**config.mk**
```make
export PLATFORM = sky130hd
export DESIGN_NAME = cmp_arbiter_flat
export DESIGN_NICKNAME = d
export VERILOG_FILES = /design/src/rtl/cmp_arbiter_if.sv /design/src/rtl/cmp_arbiter.sv /design/src/flat_wrapper.sv
export SDC_FILE = /design/constraint.sdc
export NUM_CORES = 1
export LEC_CHECK = 0
export BUFFER_PORTS_ARGS = -buffer_cell sky130_fd_sc_hd__buf_2
export CORE_MARGIN = 4
export CORE_UTILIZATION = 32
export DETAILED_ROUTE_END_ITERATION = 8
export MAX_ROUTING_LAYER = met4
export PLACE_DENSITY_LB_ADDON = 0.08
export SYNTH_ARGS = -nofsm -noshare
export SYNTH_HDL_FRONTEND = slang
export SYNTH_SLANG_ARGS = --single-unit
```
**constraint.sdc**
```tcl
create_clock -name clk -period 8.4 [get_ports clk]
set_clock_uncertainty 0.1 [all_clocks]
set_input_delay 0.42 -clock clk [delete_from_list [all_inputs] [get_ports clk]]
set_output_delay 0.42 -clock clk [all_outputs]
set_load 0.05 [all_outputs]
```
**src/rtl/cmp_arbiter_if.sv**
```systemverilog
// Request/response channel bundle for cmp_arbiter: two requesters share one comparator.
interface cmp_arbiter_if #(
  parameter int unsigned W = 32
);
  logic [1:0]   req_valid;
  logic [1:0]   req_ready;
  logic [W-1:0] req0_a;
  logic [W-1:0] req0_b;
  logic [W-1:0] req1_a;
  logic [W-1:0] req1_b;
  logic [2:0]   req0_op;
  logic [2:0]   req1_op;
  logic [1:0]   rsp_valid;
  logic [1:0]   rsp_ready;
  logic         rsp_result;

  modport master (
    output req_valid, req0_a, req0_b, req1_a, req1_b, req0_op, req1_op, rsp_ready,
    input  req_ready, rsp_valid, rsp_result
  );

  modport slave (
    input  req_valid, req0_a, req0_b, req1_a, req1_b, req0_op, req1_op, rsp_ready,
    output req_ready, rsp_valid, rsp_result
  );
endinterface

```
**src/rtl/cmp_arbiter.sv**
```systemverilog
// Round-robin shared 32-bit comparator (branch unit on port 0, SLT/SLTU on port 1), 1-cycle result.
// Optional CMP_ARB_STATS_EN adds saturating grant/stall counters.
module cmp_arbiter #(
  parameter int unsigned W       = 32,
  parameter int unsigned RR_INIT = 0
) (
  input  logic           clk,
  input  logic           rst_n,
  input  logic           flush,
  cmp_arbiter_if.slave   bus
`ifdef CMP_ARB_STATS_EN
  ,
  output logic [15:0]    grant0_cnt,
  output logic [15:0]    grant1_cnt,
  output logic [15:0]    stall_cnt
`endif
);

  typedef enum logic {S_IDLE, S_RESP} state_t;

  state_t       r_state;
  state_t       w_next;
  logic         r_owner;
  logic         r_result;
  logic         r_ptr;

  logic         w_owner_rdy;
  logic         w_allow;
  logic         w_pick;
  logic         w_accept;
  logic [W-1:0] w_a;
  logic [W-1:0] w_b;
  logic [2:0]   w_op;
  logic [W:0]   w_sum;
  logic         w_ul;
  logic         w_sl;
  logic         w_ovf;
  logic         w_eq;
  logic         w_cond;
  logic [1:0]   w_req_ready;

  // Flush suppresses any grant, so a redirect never accepts a new compare.
  assign w_owner_rdy = bus.rsp_ready[r_owner];
  assign w_allow     = !flush && ((r_state == S_IDLE) || w_owner_rdy);
  assign w_pick      = (&bus.req_valid) ? r_ptr : bus.req_valid[1];
  assign w_accept    = w_allow && (|bus.req_valid);

  assign w_a  = w_pick ? bus.req1_a  : bus.req0_a;
  assign w_b  = w_pick ? bus.req1_b  : bus.req0_b;
  assign w_op = w_pick ? bus.req1_op : bus.req0_op;

  always_comb begin
    w_sum  = {1'b0, w_a} + {1'b0, ~w_b} + (W+1)'(1);
    w_ul   = ~w_sum[W];
    w_ovf  = (w_a[W-1] ^ w_b[W-1]) & (w_sum[W-1] ^ w_a[W-1]);
    w_sl   = w_sum[W-1] ^ w_ovf;
    w_eq   = (w_sum[W-1:0] == '0);
    w_cond = 1'b0;
    case (w_op)
      3'b000:          w_cond = w_eq;
      3'b001:          w_cond = ~w_eq;
      3'b100, 3'b010:  w_cond = w_sl;
      3'b101:          w_cond = ~w_sl;
      3'b110, 3'b011:  w_cond = w_ul;
      3'b111:          w_cond = ~w_ul;
      default:         w_cond = 1'b0;
    endcase
  end

  always_ff @(posedge clk or negedge rst_n) begin
    if (!rst_n) r_state <= S_IDLE;
    else        r_state <= w_next;
  end

  always_comb begin
    w_next = r_state;
    if (flush)                                  w_next = S_IDLE;
    else if (w_accept)                          w_next = S_RESP;
    else if ((r_state == S_RESP) && w_owner_rdy) w_next = S_IDLE;
  end

  always_comb begin
    w_req_ready    = '0;
    bus.rsp_valid  = '0;
    bus.rsp_result = 1'b0;
    if (w_accept) w_req_ready = w_pick ? 2'b10 : 2'b01;
    if (r_state == S_RESP) begin
      bus.rsp_valid  = r_owner ? 2'b10 : 2'b01;
      bus.rsp_result = r_result;
    end
  end

  assign bus.req_ready = w_req_ready;

  always_ff @(posedge clk or negedge rst_n) begin
    if (!rst_n) begin
      r_owner  <= 1'b0;
      r_result <= 1'b0;
      r_ptr    <= 1'(RR_INIT);
    end else if (w_accept) begin
      r_owner  <= w_pick;
      r_result <= w_cond;
      r_ptr    <= ~w_pick;
    end
  end

`ifdef CMP_ARB_STATS_EN
  logic [15:0] r_g0_cnt;
  logic [15:0] r_g1_cnt;
  logic [15:0] r_stall_cnt;
  logic        w_stall;

  assign w_stall = |(bus.req_valid & ~w_req_ready);

  always_ff @(posedge clk or negedge rst_n) begin
    if (!rst_n) begin
      r_g0_cnt    <= '0;
      r_g1_cnt    <= '0;
      r_stall_cnt <= '0;
    end else begin
      if (w_accept && !w_pick && (r_g0_cnt != '1))  r_g0_cnt    <= r_g0_cnt + 16'd1;
      if (w_accept &&  w_pick && (r_g1_cnt != '1))  r_g1_cnt    <= r_g1_cnt + 16'd1;
      if (w_stall && (r_stall_cnt != '1))          r_stall_cnt <= r_stall_cnt + 16'd1;
    end
  end

  assign grant0_cnt = r_g0_cnt;
  assign grant1_cnt = r_g1_cnt;
  assign stall_cnt  = r_stall_cnt;
`endif

endmodule

```
**src/flat_wrapper.sv**
```systemverilog
// flat-port wrapper written by rule: the top's interface ports become plain ports
module cmp_arbiter_flat 
#(
  parameter int unsigned W       = 32,
  parameter int unsigned RR_INIT = 0
)
  (clk, rst_n, flush, bus_req_valid, bus_req0_a, bus_req0_b, bus_req1_a, bus_req1_b, bus_req0_op, bus_req1_op, bus_rsp_ready, bus_req_ready, bus_rsp_valid, bus_rsp_result);
  cmp_arbiter_if #(.W(W)) bus_i ();
  input  logic clk;
  input  logic rst_n;
  input  logic flush;
  input wire logic [$bits(bus_i.req_valid)-1:0] bus_req_valid;
  input wire logic [$bits(bus_i.req0_a)-1:0] bus_req0_a;
  input wire logic [$bits(bus_i.req0_b)-1:0] bus_req0_b;
  input wire logic [$bits(bus_i.req1_a)-1:0] bus_req1_a;
  input wire logic [$bits(bus_i.req1_b)-1:0] bus_req1_b;
  input wire logic [$bits(bus_i.req0_op)-1:0] bus_req0_op;
  input wire logic [$bits(bus_i.req1_op)-1:0] bus_req1_op;
  input wire logic [$bits(bus_i.rsp_ready)-1:0] bus_rsp_ready;
  output wire logic [$bits(bus_i.req_ready)-1:0] bus_req_ready;
  output wire logic [$bits(bus_i.rsp_valid)-1:0] bus_rsp_valid;
  output wire logic [$bits(bus_i.rsp_result)-1:0] bus_rsp_result;
  assign bus_i.req_valid = bus_req_valid;
  assign bus_i.req0_a = bus_req0_a;
  assign bus_i.req0_b = bus_req0_b;
  assign bus_i.req1_a = bus_req1_a;
  assign bus_i.req1_b = bus_req1_b;
  assign bus_i.req0_op = bus_req0_op;
  assign bus_i.req1_op = bus_req1_op;
  assign bus_i.rsp_ready = bus_rsp_ready;
  assign bus_req_ready = bus_i.req_ready;
  assign bus_rsp_valid = bus_i.rsp_valid;
  assign bus_rsp_result = bus_i.rsp_result;
  cmp_arbiter #(.W(W), .RR_INIT(RR_INIT)) u_core (.clk(clk), .rst_n(rst_n), .flush(flush), .bus(bus_i));
endmodule
```
Yosys cells after proc, flatten, opt, wreduce, memory -nomap -nowiden

Index checks and enable logic that the tools add are counted.

Register bits after elaboration: 4
Output and inout port bits: 5

Reductions and logical operators: 12
$lt $le $gt $ge: 1
Multiplexer cells: 15
Bitwise gates (word level): 10
$add $sub $neg: 2
Equality and inequality tests: 7

Operator list:

| cell                                                 | number |
|---|---|
| two-way mux 32 bit                                   | 2 |
| adder 32 x 32 -> 33 bit                              | 1 |
| adder 33 x 1 -> 33 bit (second input constant)       | 1 |
| zero test 32 bit                                     | 1 |
| NOT 32 bit                                           | 1 |
| equality test 3 bit (second input constant)          | 4 |
| two-way mux 2 bit                                    | 4 |
| two-way mux 1 bit                                    | 7 |
| equality test 3 x 2 -> 1 bit (second input constant) | 2 |
| one-hot mux 1 bit (6 select lines)                   | 1 |
| OR reduction 2 bit                                   | 3 |
| NOT 1 bit                                            | 5 |
| equality test 3 x 1 -> 1 bit (second input constant) | 1 |
| logical AND 1 bit                                    | 3 |
| zero test 3 bit                                      | 1 |
| two-way mux 3 bit                                    | 1 |
| nonzero test 3 bit                                   | 1 |
| XOR 1 bit                                            | 3 |
| < comparator 1 x 2 -> 1 bit (second input constant)  | 1 |
| AND reduction 2 bit                                  | 1 |
| AND 1 bit                                            | 1 |
| zero test 1 bit                                      | 1 |
| logical OR 1 bit                                     | 1 |

Depth between registers and ports, before layout

Word-level depth: 11
Depth in mapped cells: 26

Worst setup path before layout

OpenSTA, ideal clock, no wires.

Path type: in2reg
From: input port bus_req_valid[0]
To: register u_core.r_result
Path buffers: 3
Stages: 26
Required time: 8,205 ps
Setup time: 95 ps
Arrival: 6,157 ps
Path slack: 2,048 ps
Cell sequence: inv_1 o21ai_1 clkbuf_1 buf_1 mux2_2 ha_1 clkbuf_1 nand4_1 a2111o_1 a31oi_1 o21ai_1 a21oi_1 a31oi_1 o21bai_1 a21oi_1 fa_1 and3_1 nand3_1 nor4_2 nand4_1 or3_1 or4_1 nor4_2 o2111a_1 a211oi_1 o31ai_1

Word-level cells in the longest chain between the ends: 11
Elaborated cells between the ends (all ways): 29

Ends and longest elaborated chain:

| element                            | line               | RTL |
|---|---|---|
| from (decl)                        | flat_wrapper.sv:12 | `input wire logic [$bits(bus_i.req_valid)-1:0] bus_req_valid;` |
| AND reduction 2 bit                | cmp_arbiter.sv:45  | `assign w_pick = (&bus.req_valid) ? r_ptr : bus.req_valid[1];` |
| two-way mux 1 bit                  | cmp_arbiter.sv:45  |  |
| two-way mux 32 bit                 | cmp_arbiter.sv:49  | `assign w_b = w_pick ? bus.req1_b : bus.req0_b;` |
| NOT 32 bit                         | cmp_arbiter.sv:53  | `w_sum = {1'b0, w_a} + {1'b0, ~w_b} + (W+1)'(1);` |
| adder 32 x 32 -> 33 bit            | cmp_arbiter.sv:53  |  |
| adder 33 x 1 -> 33 bit             | cmp_arbiter.sv:53  |  |
| XOR 1 bit                          | cmp_arbiter.sv:55  | `w_ovf = (w_a[W-1] ^ w_b[W-1]) & (w_sum[W-1] ^ w_a[W-1]);` |
| AND 1 bit                          | cmp_arbiter.sv:55  |  |
| XOR 1 bit                          | cmp_arbiter.sv:56  | `w_sl = w_sum[W-1] ^ w_ovf;` |
| NOT 1 bit                          | cmp_arbiter.sv:63  | `3'b101: w_cond = ~w_sl;` |
| one-hot mux 1 bit (6 select lines) | cmp_arbiter.sv:59  | `case (w_op)` |
| to (signal assigned)               | cmp_arbiter.sv:102 | `r_result <= w_cond;` |
| to (decl)                          | cmp_arbiter.sv:24  | `logic r_result;` |

Several ways; a longest one is shown, not always the timed one.
A chain may end at the register's enable or synchronous reset.

Worst setup path after layout

From: register u_core.r_ptr
To: register u_core.r_result

Word-level cells in the longest chain between the ends: 10
Elaborated cells between the ends (all ways): 26

Ends and longest elaborated chain:

| element                              | line               | RTL |
|---|---|---|
| from (decl)                          | cmp_arbiter.sv:25  | `logic r_ptr;` |
| from (signal assigned)               | cmp_arbiter.sv:99  | `r_ptr <= 1'(RR_INIT);` |
| from (signal assigned)               | cmp_arbiter.sv:103 | `r_ptr <= ~w_pick;` |
| two-way mux 1 bit *                  | cmp_arbiter.sv:45  |  |
| two-way mux 32 bit                   | cmp_arbiter.sv:49  |  |
| NOT 32 bit                           | cmp_arbiter.sv:53  |  |
| adder 32 x 32 -> 33 bit              | cmp_arbiter.sv:53  |  |
| adder 33 x 1 -> 33 bit               | cmp_arbiter.sv:53  |  |
| XOR 1 bit                            | cmp_arbiter.sv:55  |  |
| AND 1 bit                            | cmp_arbiter.sv:55  |  |
| XOR 1 bit                            | cmp_arbiter.sv:56  |  |
| NOT 1 bit                            | cmp_arbiter.sv:63  |  |
| one-hot mux 1 bit (6 select lines) * | cmp_arbiter.sv:59  |  |

Every way passes the cells marked *; elsewhere a longest branch is shown, timed or not.

==> metrics.md <==
| Metric | Value |
|---|---|
| Outcome | `finished, final reports clean` |
| Via-to-Cell Ratio | `~5.4` |
| Inserted Diodes | `0` |
| Post-Syn Area | `approximately 3100 um^2` |
| Fill count | `roughly 1000` |
| Final Max Slew Viols | `0` |
| Hold buffers post-CTS | `1` |
| First-pass GRT wire length | `around 16 mm` |
| Clock power frac | `7.9%` |
| Type of the tightest min-delay check | `primary input to register` |
| Highest Clock Rate | `~0.15 GHz` |
| CTS tree | `yes` |
| Post-synth EDFFs | `0` |
| Clock buffer depth | `2` |
| Die area | `11200 um^2` |
| 1st-iter DRT viols | `120` |
| Type of origin of the critical path | `register` |
| Post-route DRC | `0` |
| GRT Overall Usage | `17.9%` |
| Top Layer Used | `met4` |
| Area growth syn-to-layout | `29.0%` |
| Top_reg_cell synth | `dfrtp_1` |
| Commonest cells after routing, fill and taps aside | `145 x buf_2, 40 x mux2i_1, 34 x nand2_1, 33 x mux2_2, 32 x ha_1` |
| Worst-case reg-to-reg path depth | `24` |
| Num ports | `146` |
| Hold Crit Depth | `2` |
| Metal-1 WL | `approximately 4.5 mm` |
| Slew @ Worst Pin | `905 ps` |
| ANT nets after route | `0` |
| Register area | `around 100 um^2` |
| Worst Path Required | `8410 ps` |
| Max IR drop VDD | `between 0.00005 and 0.00006 V` |
| Seq pwr share | `under 10%` |
| Synth unique cells | `60` |
| Net Count, Synth | `between 500 and 600` |
| Asr flop ratio synth | `between 90% and 100%` |
| Row cnt | `35` |
| P_leak | `1.93 nW` |
| Worst hold endpoint | `u_core.r_state` |
| Dpl hpwl | `9.14 mm` |
| Clock transition at path regs | `approximately 30 ps` |
| Maxcap violations | `0` |
| Vias | `~3600` |
| Crit path from | `u_core.r_ptr` |
| R2R setup slack | `1670 ps` |
| Post-CTS Setup Inserts | `0` |
| Min cycle time layout | `around 6700 ps` |
| # setup viols final | `0` |
| Relative slew slack | `about two fifths` |
| Comb pwr share | `a little under 90%` |
| Tcrit/Tclk final | `80.1%` |
| PnR worst setup slack | `~1700 ps` |
| # nets final | `about 720` |
| Wire length on met2 | `5.01 mm` |
| Setup Crit Path Kind | `register to register` |
| Met3 WL | `between 600 and 700 um` |
| Sw frac | `51.9%` |
| Multi-input logic area | `roughly 2800 um^2` |
| Pre-CTS WS | `between 1000 and 1500 ps` |
| CTS Buf Count | `3` |
| Hold Crit Start | `flush` |
| Final Hold Viols | `0` |
| Pre-antenna DRT Iters | `4` |
| # resized after CTS | `0` |
| Core ar. | `roughly 9300 um^2` |
| Seq cells post-synth | `4` |
| Total Power | `about 0.5 mW` |
| GP Congestion | `around 0.89` |
| RSZ-0062 raised after global routing | `no` |
| Sw power | `0.257 mW` |
| Synth Instances | `roughly 410` |
| Largest net degree at the start of global routing | `26` |
| Int Power | `roughly 0.24 mW` |
| TritonCTS Sinks | `4` |
| Most common cell after layout, fill and taps aside | `buf_2` |
| Buffers on Ports | `roughly 150` |
| Setup crit end kind | `register` |
| Reg2reg end | `u_core.r_result` |
| Starting Density | `between 30% and 40%` |
| Register area share after synthesis | `approximately 3.3%` |
| WL final | `around 10 mm` |
| Sum of negative setup slack | `0 ps` |
| Clock Latency Late Sink | `210 ps` |
| Root Buffer | `clkbuf_8` |
| H-tree depth | `1` |
| Vias in the first global route | `around 3500` |
| Initial antenna violation count | `0` |
| Synth warn | `0` |
| R2R Path Start | `u_core.r_ptr` |
| Crit path DAT | `6740 ps` |
| Pwr Density | `between 100 and 150 nW/um^2` |
| DIE WIDTH | `around 110 um` |
| Share of cells above drive strength 1 | `35.2%` |
| Max Fanout on Critical Path | `25` |
| Grt ovf | `0` |
| Syn avg cell area | `7.46 um^2` |
| Die Ht | `approximately 110 um` |
| Wire length per cell | `15.5 um` |
power by group through the flow:
stage | Sequential (mW) | Clock (mW) | Combinational, mW
3_3_place_gp | 0.0261 | 0 | 0.429
3_5_place_dp | 0.0261 | 0 | 0.427
6_report | 0.0258 | 0.0390 | 0.430
2_1_floorplan | 0.0248 | 0 | 0.311
5_1_grt | 0.0266 | 0.0419 | 0.475
4_1_cts | 0.0260 | 0.0404 | 0.430
critical path, stage by stage, from the launching register on:
cell	delay [ps]
dfrtp_1	390
o21ai_4	700
buf_4	360
buf_4	210
mux2_2	350
ha_1	500
o211ai_1	150
nor2_1	190
a21boi_0	180
o21a_1	200
a21oi_1	210
a31oi_1	140
o21bai_1	140
a21oi_1	90
fa_1	560
and3_1	200
nand3_1	90
nor4_2	140
nand4_1	110
or3_1	350
or4_1	550
nor4_2	150
o2111a_1	250
a211oi_1	90
o31ai_1	210
cell usage after synthesis (4+ instances only):
cell type | count | area, um^2
mux2i_1 | 40 | 400
nand2_1 | 34 | 128
mux2_2 | 33 | 372
ha_1 | 32 | 400
a21oi_1 | 28 | 140
nor2_1 | 23 | 86.3
clkbuf_1 | 17 | 63.8
inv_1 | 13 | 48.8
nand4_1 | 13 | 81.3
nand2b_1 | 11 | 68.8
nand3_1 | 11 | 55.1
nor3_1 | 10 | 50.1
o21a_1 | 10 | 75.1
nor2b_1 | 9 | 56.3
o21ai_0 | 9 | 45.0
a211oi_1 | 8 | 60.1
o211ai_1 | 8 | 60.1
o21ai_1 | 8 | 40.0
a31oi_1 | 7 | 43.8
xnor2_1 | 6 | 52.6
a21o_1 | 4 | 30.0
a311oi_1 | 4 | 35.0
dfrtp_1 | 4 | 100
nor3b_1 | 4 | 30.0
o2111ai_1 | 4 | 35.0
o21bai_1 | 4 | 30.0
or3_1 | 4 | 25.0
state kept, by name, summed over array words and instances, names as in the netlist:
register and flops:
u_core.r_state 1, u_core.r_owner 1, u_core.r_ptr 1, u_core.r_result 1
cell type report:
class | instances | area share (%)
multi-input cells | 373 | 71.8
repair buffers | 150 | 19.3
well taps | 129 | 4.08
flip-flops and latches | 4 | 2.53
inverters | 13 | 1.23
clock buffers | 3 | 1.04
per-stage QoR:
stage | instances | utilization, % | cell area [um^2] | hold WS (ps)
2_1_floorplan | 411 | - | 3070 | 24.4
3_3_place_gp | 668 | 42.1 | 3910 | 130
3_5_place_dp | 668 | 42.1 | 3910 | 131
4_1_cts | 672 | 42.6 | 3960 | 275
5_1_grt | 672 | 42.6 | 3960 | 293
6_report | 672 | 42.6 | 3960 | 279
layer usage:
layer	up-vias	GRT usage, %
li1	1850	-
met5	-	-
met3	16	1.70
met4	0	4.63
met2	138	30.9
met1	1636	22.5
how the worst max path moves through the flow:
stage                     slack, ps         endpoint  cells past startpoint
after floorplan                2050  u_core.r_result                     26
after global placement         1550  u_core.r_result                     26
after detailed placement       1430  u_core.r_result                     26
after CTS                      1600  u_core.r_result                     24
after global routing           1130  u_core.r_result                     24
final                          1670  u_core.r_result                     24
kinds of logic after synthesis:
family                   count (synthesis)  synth area share [%]
multiplexers                            74                  25.5
AND/OR/NAND/NOR                        142                  24.9
AO/OA/AOI/OAI                          115                  25.5
XOR/XNOR                                 9                  2.57
adder cells (fa/ha/maj)                 33                  13.7
buffers and inverters                   34                  4.49
flip-flops                               4                  3.26
No activity file was read; power rests on OpenSTA's default activity.
